--- src/rtl/con_resp_arbiter.sv ---
// con_resp_arbiter
// Merges the byte frames of four responder blocks onto the single control
// response stream. Each channel buffers whole frames in its own FIFO. Complete
// frames are then replayed one at a time: contiguously, round robin, and with
// an idle gap between frames.
// Optional feature macro: CON_ARB_PRIORITY_EN gives channel 0 fixed top
// priority whenever the arbiter picks a new frame.
module con_resp_arbiter #(
  parameter int FIFO_DEPTH = 32,
  parameter int MAX_FRAME  = 16,
  parameter int MIN_GAP    = 2
) (
  input  logic        clk,
  input  logic        rst,
  input  logic [31:0] req_din,
  input  logic [3:0]  req_din_en,
  output logic [7:0]  con_dout,
  output logic        con_dout_en,
  output logic [1:0]  grant,
  output logic        busy,
  output logic [3:0]  ovf_flag
);

  localparam int AW       = $clog2(FIFO_DEPTH);
  localparam int CW       = AW + 1;
  localparam int LW       = $clog2(MAX_FRAME + 1);
  localparam int GW       = (MIN_GAP > 2) ? $clog2(MIN_GAP - 1) : 1;
  localparam int GAP_LAST = (MIN_GAP > 1) ? MIN_GAP - 2 : 0;

  typedef enum logic [1:0] {IDLE, SEND, GAP} state_t;

  state_t state, state_nxt;

  // FIFO storage: bit 8 marks the last byte of a frame
  logic [8:0]    mem [4][FIFO_DEPTH];
  logic [AW-1:0] wr_ptr [4];
  logic [AW-1:0] rd_ptr [4];
  logic [CW-1:0] occ [4];
  logic [CW-1:0] free_cnt [4];
  logic [CW-1:0] frame_cnt [4];

  // Write-side staging and run tracking
  logic [7:0]    stg_data [4];
  logic [3:0]    stg_valid;
  logic [3:0]    run_active;
  logic [3:0]    run_drop;
  logic [LW-1:0] run_len [4];

  logic [3:0]    first_byte;
  logic [3:0]    admit;
  logic [3:0]    accept;
  logic [3:0]    wr_en;
  logic [3:0]    pop;

  // Read side
  logic [8:0]    head;
  logic [3:0]    has_frame;
  logic [1:0]    rr_base;
  logic [1:0]    cand;
  logic [1:0]    sel;
  logic          found;
  logic          granted_once;
  logic          send_pop;
  logic          load_grant;
  logic [GW-1:0] gap_cnt;

  // Per-channel admission, truncation and FIFO write/pop decisions
  always_comb begin
    for (int i = 0; i < 4; i++) begin
      free_cnt[i]   = CW'(FIFO_DEPTH) - occ[i];
      first_byte[i] = req_din_en[i] & ~run_active[i];
      admit[i]      = first_byte[i] & (free_cnt[i] >= CW'(MAX_FRAME));
      if (first_byte[i]) begin
        accept[i] = admit[i];
      end else begin
        accept[i] = req_din_en[i] & ~run_drop[i] & (run_len[i] < LW'(MAX_FRAME));
      end
      wr_en[i] = stg_valid[i] & (accept[i] | ~req_din_en[i]);
      pop[i]   = send_pop & (grant == 2'(i));
    end
  end

  // Staging registers, run state, sticky overflow flags and FIFO bookkeeping
  always_ff @(posedge clk) begin
    if (rst) begin
      stg_valid  <= '0;
      run_active <= '0;
      run_drop   <= '0;
      ovf_flag   <= '0;
      for (int i = 0; i < 4; i++) begin
        stg_data[i]  <= '0;
        run_len[i]   <= '0;
        wr_ptr[i]    <= '0;
        rd_ptr[i]    <= '0;
        occ[i]       <= '0;
        frame_cnt[i] <= '0;
      end
    end else begin
      for (int i = 0; i < 4; i++) begin
        run_active[i] <= req_din_en[i];
        if (first_byte[i]) begin
          run_drop[i] <= ~admit[i];
          if (!admit[i]) begin
            ovf_flag[i] <= 1'b1;
          end
        end
        if (accept[i]) begin
          stg_data[i]  <= req_din[8*i +: 8];
          stg_valid[i] <= 1'b1;
          run_len[i]   <= first_byte[i] ? LW'(1) : run_len[i] + LW'(1);
        end else if (!req_din_en[i]) begin
          stg_valid[i] <= 1'b0;
        end
        if (wr_en[i]) begin
          wr_ptr[i] <= wr_ptr[i] + AW'(1);
        end
        if (pop[i]) begin
          rd_ptr[i] <= rd_ptr[i] + AW'(1);
        end
        occ[i]       <= occ[i] + CW'(wr_en[i]) - CW'(pop[i]);
        frame_cnt[i] <= frame_cnt[i] + CW'(wr_en[i] & ~req_din_en[i])
                        - CW'(pop[i] & head[8]);
      end
    end
  end

  // FIFO array write; the byte is marked last when its run has just ended
  always_ff @(posedge clk) begin
    for (int i = 0; i < 4; i++) begin
      if (wr_en[i]) begin
        mem[i][wr_ptr[i]] <= {~req_din_en[i], stg_data[i]};
      end
    end
  end

  // Head entry of the granted channel and per-channel frame availability
  always_comb begin
    head = mem[grant][rd_ptr[grant]];
    for (int i = 0; i < 4; i++) begin
      has_frame[i] = (frame_cnt[i] != '0);
    end
  end

  // Round-robin pick starting after the last grant (channel 0 after reset)
  always_comb begin
    rr_base = granted_once ? grant + 2'd1 : 2'd0;
    sel     = rr_base;
    cand    = rr_base;
    found   = 1'b0;
    for (int k = 0; k < 4; k++) begin
      cand = rr_base + 2'(k);
      if (!found && has_frame[cand]) begin
        sel   = cand;
        found = 1'b1;
      end
    end
`ifdef CON_ARB_PRIORITY_EN
    if (has_frame[0]) begin
      sel = 2'd0;
    end
`else
`endif
  end

  // FSM state register
  always_ff @(posedge clk) begin
    if (rst) begin
      state <= IDLE;
    end else begin
      state <= state_nxt;
    end
  end

  // FSM next state; the output register adds one idle cycle, so GAP itself
  // lasts MIN_GAP-1 cycles to give exactly MIN_GAP idle output cycles
  always_comb begin
    state_nxt = state;
    case (state)
      IDLE: if (|has_frame) state_nxt = SEND;
      SEND: if (head[8]) state_nxt = (MIN_GAP > 1) ? GAP : IDLE;
      GAP:  if (gap_cnt == GW'(GAP_LAST)) state_nxt = IDLE;
      default: state_nxt = IDLE;
    endcase
  end

  // FSM outputs
  always_comb begin
    busy       = (state != IDLE);
    send_pop   = (state == SEND);
    load_grant = (state == IDLE) && (|has_frame);
  end

  // Grant register, output byte register and gap timer
  always_ff @(posedge clk) begin
    if (rst) begin
      grant        <= 2'd0;
      granted_once <= 1'b0;
      con_dout     <= 8'd0;
      con_dout_en  <= 1'b0;
      gap_cnt      <= '0;
    end else begin
      if (load_grant) begin
        grant        <= sel;
        granted_once <= 1'b1;
      end
      if (send_pop) begin
        con_dout    <= head[7:0];
        con_dout_en <= 1'b1;
      end else begin
        con_dout    <= 8'd0;
        con_dout_en <= 1'b0;
      end
      if (state == GAP) begin
        gap_cnt <= gap_cnt + GW'(1);
      end else begin
        gap_cnt <= '0;
      end
    end
  end

endmodule

--- config.mk ---
export PLATFORM = sky130hd
export DESIGN_NAME = con_resp_arbiter
export DESIGN_NICKNAME = d
export VERILOG_FILES = /design/src/rtl/con_resp_arbiter.sv
export SDC_FILE = /design/constraint.sdc
export NUM_CORES = 1
export LEC_CHECK = 0
export CAP_MARGIN = 20
export CORE_ASPECT_RATIO = 1.25
export CORE_MARGIN = 4
export CORE_UTILIZATION = 59
export CTS_BUF_LIST = sky130_fd_sc_hd__clkbuf_4
export DETAILED_ROUTE_END_ITERATION = 10
export PLACE_DENSITY = 0.81
export REMOVE_ABC_BUFFERS = 1
export SLEW_MARGIN = 30
export SYNTH_ARGS = -nofsm -noshare
export SYNTH_HDL_FRONTEND = slang
export SYNTH_SLANG_ARGS = --single-unit
--- constraint.sdc ---
create_clock -name clk -period 3.6 [get_ports clk]
set_clock_uncertainty 0.05 [all_clocks]
set_input_delay 0.72 -clock clk [delete_from_list [all_inputs] [get_ports clk]]
set_output_delay 0.72 -clock clk [all_outputs]
set_load 0.05 [all_outputs]
# --- Word-level counts from Yosys, hierarchy flattened ---
# Memories as Yosys holds them, arrays and structs flattened. A register that Yosys moved wholly into a read port is not among the register bits.
# Index checks and enable logic that the tools add are counted.
op_classes:
  mux: 118
  addsub: 37
  bitwise_logic: 87
  eq_ne: 12
  reduce_logical: 26
  n_lt_le_gt_ge: 21
ops:
  columns: ["cell", "count"]
  rows:
  - ["two-way mux 288 bit", 4]
  - ["demux 9 bit (select 5 bit)", 4]
  - ["two-way mux 5 bit", 16]
  - ["adder 5 x 1 -> 5 bit (second input constant)", 12]
  - ["two-way mux 1 bit", 59]
  - ["two-way mux 9 bit", 6]
  - ["two-way mux 6 bit", 8]
  - ["subtractor 6 x 1 -> 6 bit", 8]
  - ["binary-select mux 9 bit (select 5 bit)", 1]
  - ["two-way mux 8 bit", 4]
  - ["greater-or-equal comparator 6 bit (second input constant)", 5]
  - ["inverter 5 -> 6 bit", 5]
  - ["AND 1 bit", 28]
  - ["OR 1 bit", 28]
  - ["adder 6 x 1 -> 6 bit", 4]
  - ["adder 6 bit", 4]
  - ["AND 1 x 6 -> 6 bit", 4]
  - ["greater-or-equal comparator 6 x 5 -> 1 bit (second input constant)", 4]
  - ["less-than comparator 6 x 1 -> 1 bit (second input constant)", 4]
  - ["inverter 1 -> 6 bit", 4]
  - ["nonzero test 6 bit", 4]
  - ["subtractor 6 bit (first input constant)", 4]
  - ["two-way mux 2 bit", 11]
  - ["less-than comparator 5 bit (second input constant)", 4]
  - ["19 further kinds", 66]
word_totals:
  output_inout_bits: 16
  regBits: 31
  wordCells: 327
  in_bits: 38
  ram_bits: 1292
  mem_count: 7
memory_table:
  columns: ["memory", "words", "width", "rd", "rd_clocked_by_memory_dff", "wr", "line_no", "text"]
  rows:
  - ["mem", 4, 288, 1, 1, 4, "35", "logic [8:0] mem [4][FIFO_DEPTH];"]
  - ["stg_data", 4, 8, 4, 0, 4, "43", "logic [7:0] stg_data [4];"]
  - ["frame_cnt", 4, 6, 4, 0, 4, "40", "logic [CW-1:0] frame_cnt [4];"]
  - ["occ", 4, 6, 4, 0, 4, "38", "logic [CW-1:0] occ [4];"]
  - ["rd_ptr", 4, 5, 5, 1, 4, "37", "logic [AW-1:0] rd_ptr [4];"]
  - ["run_len", 4, 5, 4, 0, 4, "47", "logic [LW-1:0] run_len [4];"]
  - ["1 more memories", null, null, null, null, null, null, null]

# --- Depth between registers and ports, before layout ---
depth:
  ltp_word: 16
  ltp_mapped: 21

# --- Least setup slack after synthesis ---
# No wires, ideal clock.
synth_timing:
  path_type: "register -> register"
  startpoint: "memory rd_ptr[1][0] (netlist name)"
  endpoint: "memory frame_cnt[1][4] (netlist name)"
  required_ps: 3422
  setup_ps: 128
  arrival_ps: 3584
  path_slack_ps: -162
  path_stages_with_launch: 20
  synth_period_minus_slack_ps: 3762
  path_cell_list: "edfxtp_1 buf_2 mux4_1 buf_2 buf_6 mux2i_1 nor2_1 o221ai_1 o311ai_1 nor3_2 nor2_1 ha_1 inv_1 ha_1 fa_1 a21oi_1 nor2_1 nor2_1 xor2_1 nor2_1"
synth_lines:
  columns: ["element", "line_no"]
  rows:
  - ["start, declared", "37"]
  - ["end, declared", "40"]

==> results.sh <==
export IMPL_status="finished, violations left"
export IMPL_violations="negative setup slack"
export IMPL_final_common_cell="edfxtp_1"
export IMPL_pwr_share_clk_pct=25.6
export IMPL_yosysTopAreaCell="edfxtp_1"
export IMPL_fin_setup_tns_ns=-5.32
export IMPL_rr_endpoint="frame_cnt[3][4]"
export IMPL_clk_latency_ns=1.20
export IMPL_clk_path_buf_depth=4
export IMPL_r2r_cells=21
export IMPL_drt_wl_total_um=151000
export IMPL_dr_first_iter_drc_count=3666
export IMPL_gp_congestion=0.983
export IMPL_p_leak_nw=22.6
export IMPL_drc=0
export IMPL_die_h_um=350
export IMPL_place_hpwl_um=102000
export IMPL_placed_area_mm2=0.0592
export IMPL_post_drt_wl_per_cell_um=27.5
export IMPL_power_switching_mw=15.2
export IMPL_clkSinkCount=1325
export IMPL_stdcell_area_mm2=0.0640
export IMPL_setup_viol=20
export IMPL_ant_nets=0
export IMPL_synthTopCellsByArea="edfxtp_1, mux2i_1, mux4_2"
export IMPL_rsz0062_at_grt="true"
export IMPL_vias_per_cell=6.13
export IMPL_grt_max_degree=82
export IMPL_synth_cell_types=64
export IMPL_endpoint_kind="flop"
export IMPL_layout_setup_ws_ns=-0.418
export IMPL_worst_slew_pin_slew_ns=1.07
export IMPL_worstSetupPathType="reg -> reg"
export IMPL_maxSlewHeadroom_pct=28.9
export IMPL_fmax_mhz=249
export IMPL_cts_tree="done"
export IMPL_cts_made_buffers=321
export IMPL_dp_cells=4895
export IMPL_slew_viol_final=0
export IMPL_hold_viol=0
export IMPL_finalCritPeriodShare_pct=112
export IMPL_dieArea_mm2=0.0986
export IMPL_hold_ws_ns=0.158
export IMPL_io_buffers=53
export IMPL_critPathArrivalTime_ns=4.99
export IMPL_synth_flop_cell="edfxtp_1"
export IMPL_min_path_cells=2
export IMPL_drv_cap=0
export IMPL_chipWidth_um=282
export IMPL_combPwrFrac_pct=33.2
export IMPL_syn_to_final_growth_pct=15.9
export IMPL_async_flop_share_pct=0
export IMPL_place_worst_setup_slack_ns=-0.417
export IMPL_io_pins=54
export IMPL_grt_use_total_pct=30.7
export IMPL_utilization_pct=68.9
export IMPL_ir_drop_v=0.000579
export IMPL_nNetsFinal=4196
export IMPL_cts_max_level=5
export IMPL_top_layer="met4"
export IMPL_p_per_area_mw_per_mm2=712
export IMPL_hold_start="req_din[26]"
export IMPL_synth_avg_cell_area_um2=15.9
export IMPL_core_mm2=0.0929
export IMPL_antenna_found_initial=4
export IMPL_syn_inst=3476
export IMPL_cp_max_fo=7
export IMPL_synth_seq_cells=1325
export IMPL_worstSetupStartpointType="flop"
export IMPL_power_mw=45.6
export IMPL_yosys_area_top_type_share_pct=67.7
export IMPL_finalNonFillerCells=5475
export IMPL_min_to="stg_data[3][2]"
export IMPL_grt_pass1_wl_um=216000
export IMPL_wl_met2_um=76000
export IMPL_worstPathRequired_ns=4.57
export IMPL_vias=33548
export IMPL_num_fill_cells=6160
export IMPL_intPower_mw=30.4
export IMPL_synth_edf_count=1244
export IMPL_grt_overflow=0
export IMPL_yosysWarnings=0
export IMPL_grt_pass1_vias=34051
export IMPL_met1_length_um=51500
export IMPL_finalCriticalPeriod_ns=4.02
export IMPL_worstHoldPathType="in -> reg"
export IMPL_multi_input_area_mm2=0.0154
export IMPL_clkSlewWorstSetupHoldPaths_ns=0.07
export IMPL_p_sw_share_pct=33.4
export IMPL_seqPwrFrac_pct=41.3
export IMPL_synth_area_mm2=0.0552
export IMPL_rows=125
export IMPL_cts_root_buffer_cell="clkbuf_4"
export IMPL_register_area_mm2=0.0390
export IMPL_r2r_setup_slack_ns=-0.42
export IMPL_mostFrequentLayoutCells="edfxtp_1, clkbuf_4, buf_4"
export IMPL_first_pass_iters=6
export IMPL_drive_gt1_share_pct=25.4
export IMPL_wl_met3_um=12000
export IMPL_start_util_pct=59.4
export IMPL_seq_area_frac_synth_pct=70.6
sequential cells by signal, summed over array words and instances, names as in the netlist, 8 cells and up, named ones only:
name,cells
occ,24
con_dout,8
frame_cnt,24
wr_ptr,20
mem,1152
run_len,20
stg_data,32
rd_ptr,20
logic make-up (layout without fill, tap and decap cells):
kind of cell	count (synthesis)	in the layout	share of synthesized area, %
compound gates	393	393	4.78
flops	1325	1325	70.6
other cells	0	5	0
mux	466	466	11.3
buf+inv	289	1077	2.32
fa+ha+maj	105	105	2.48
simple gates	821	821	7.33
xor+xnor	77	77	1.22
worst max-delay path by stage:
stage | from | end | slack (ns) | depth (start not counted)
after floorplan | flop | frame_cnt[1][4] | -6.55 | 15
after global placement | flop | frame_cnt[1][4] | -0.41 | 17
after detailed placement | flop | frame_cnt[1][4] | -0.42 | 19
after CTS | flop | frame_cnt[2][4] | -0.39 | 18
after global routing | flop | frame_cnt[3][5] | -0.60 | 20
final | flop | frame_cnt[3][4] | -0.42 | 21
per-layer routing:
metal / up-vias / track usage, %
met5: - / 0
met4: 0 / 20.8
met3: 447 / 5.60
met2: 1847 / 51.8
met1: 16660 / 36.1
li1: 14594 / -
power by group through the flow:
stage	clock network, mW	registers [mW]	logic [mW]
2_1_floorplan	0	19.9	7.13
3_3_place_gp	0	19.2	13.4
3_5_place_dp	0	19.1	13.8
4_1_cts	11.8	18.8	14.4
5_1_grt	12.7	18.9	15.9
6_report	11.6	18.8	15.1
cell usage after synthesis, drive strengths merged (9+ instances only):
cell type,instances
clkbuf,73
a31oi,18
nor3,11
a211oi,109
or3,11
o221ai,23
inv,108
nand2b,25
mux2,36
xnor2,44
o21bai,10
mux2i,309
a211o,9
ha,96
o211ai,28
and2,106
xor2,33
nand2,219
nor4,19
a21oi,116
buf,108
edfxtp,1244
o21ai,27
nand3,50
o22ai,9
nor2,216
mux4,121
dfxtp,81
and3,52
a311oi,9
nor2b,69
final cells by class:
| class | count | area share, % |
|---|---|---|
| diodes | 5 | 0.0196 |
| clock buffers | 450 | 5.28 |
| clock inverters | 83 | 0.647 |
| inverters | 108 | 0.641 |
| multi-input cells | 1862 | 24.1 |
| flip-flops and latches | 1325 | 60.9 |
| well taps | 1206 | 2.36 |
| repair buffers | 436 | 6.05 |
timing repair:
item,in CTS,in global routing
resized for setup,48,66
endpoints found under the hold margin,14,1
setup endpoints to repair,23,45
pin swaps,36,43
setup buffers,15,14
gates cloned,1,3
hold buffers,10,1
critical path, stage by stage (launching register included):
cell and delay (ns):
dfxtp_4 0.39, buf_12 0.11, mux4_4 0.75, buf_4 0.22, mux2i_1 0.12, nand4_1 0.16, o311ai_4 0.14, nor3_2 0.23
buf_6 0.20, buf_6 0.12, nor2_4 0.03, ha_4 0.22, inv_4 0.05, ha_4 0.13, inv_2 0.04, fa_2 0.37
inv_2 0.07, a21oi_2 0.05, nor2_1 0.11, nor2_1 0.06, xor2_1 0.15, nor2_1 0.05
No activity file was read; power rests on OpenSTA's default activity.
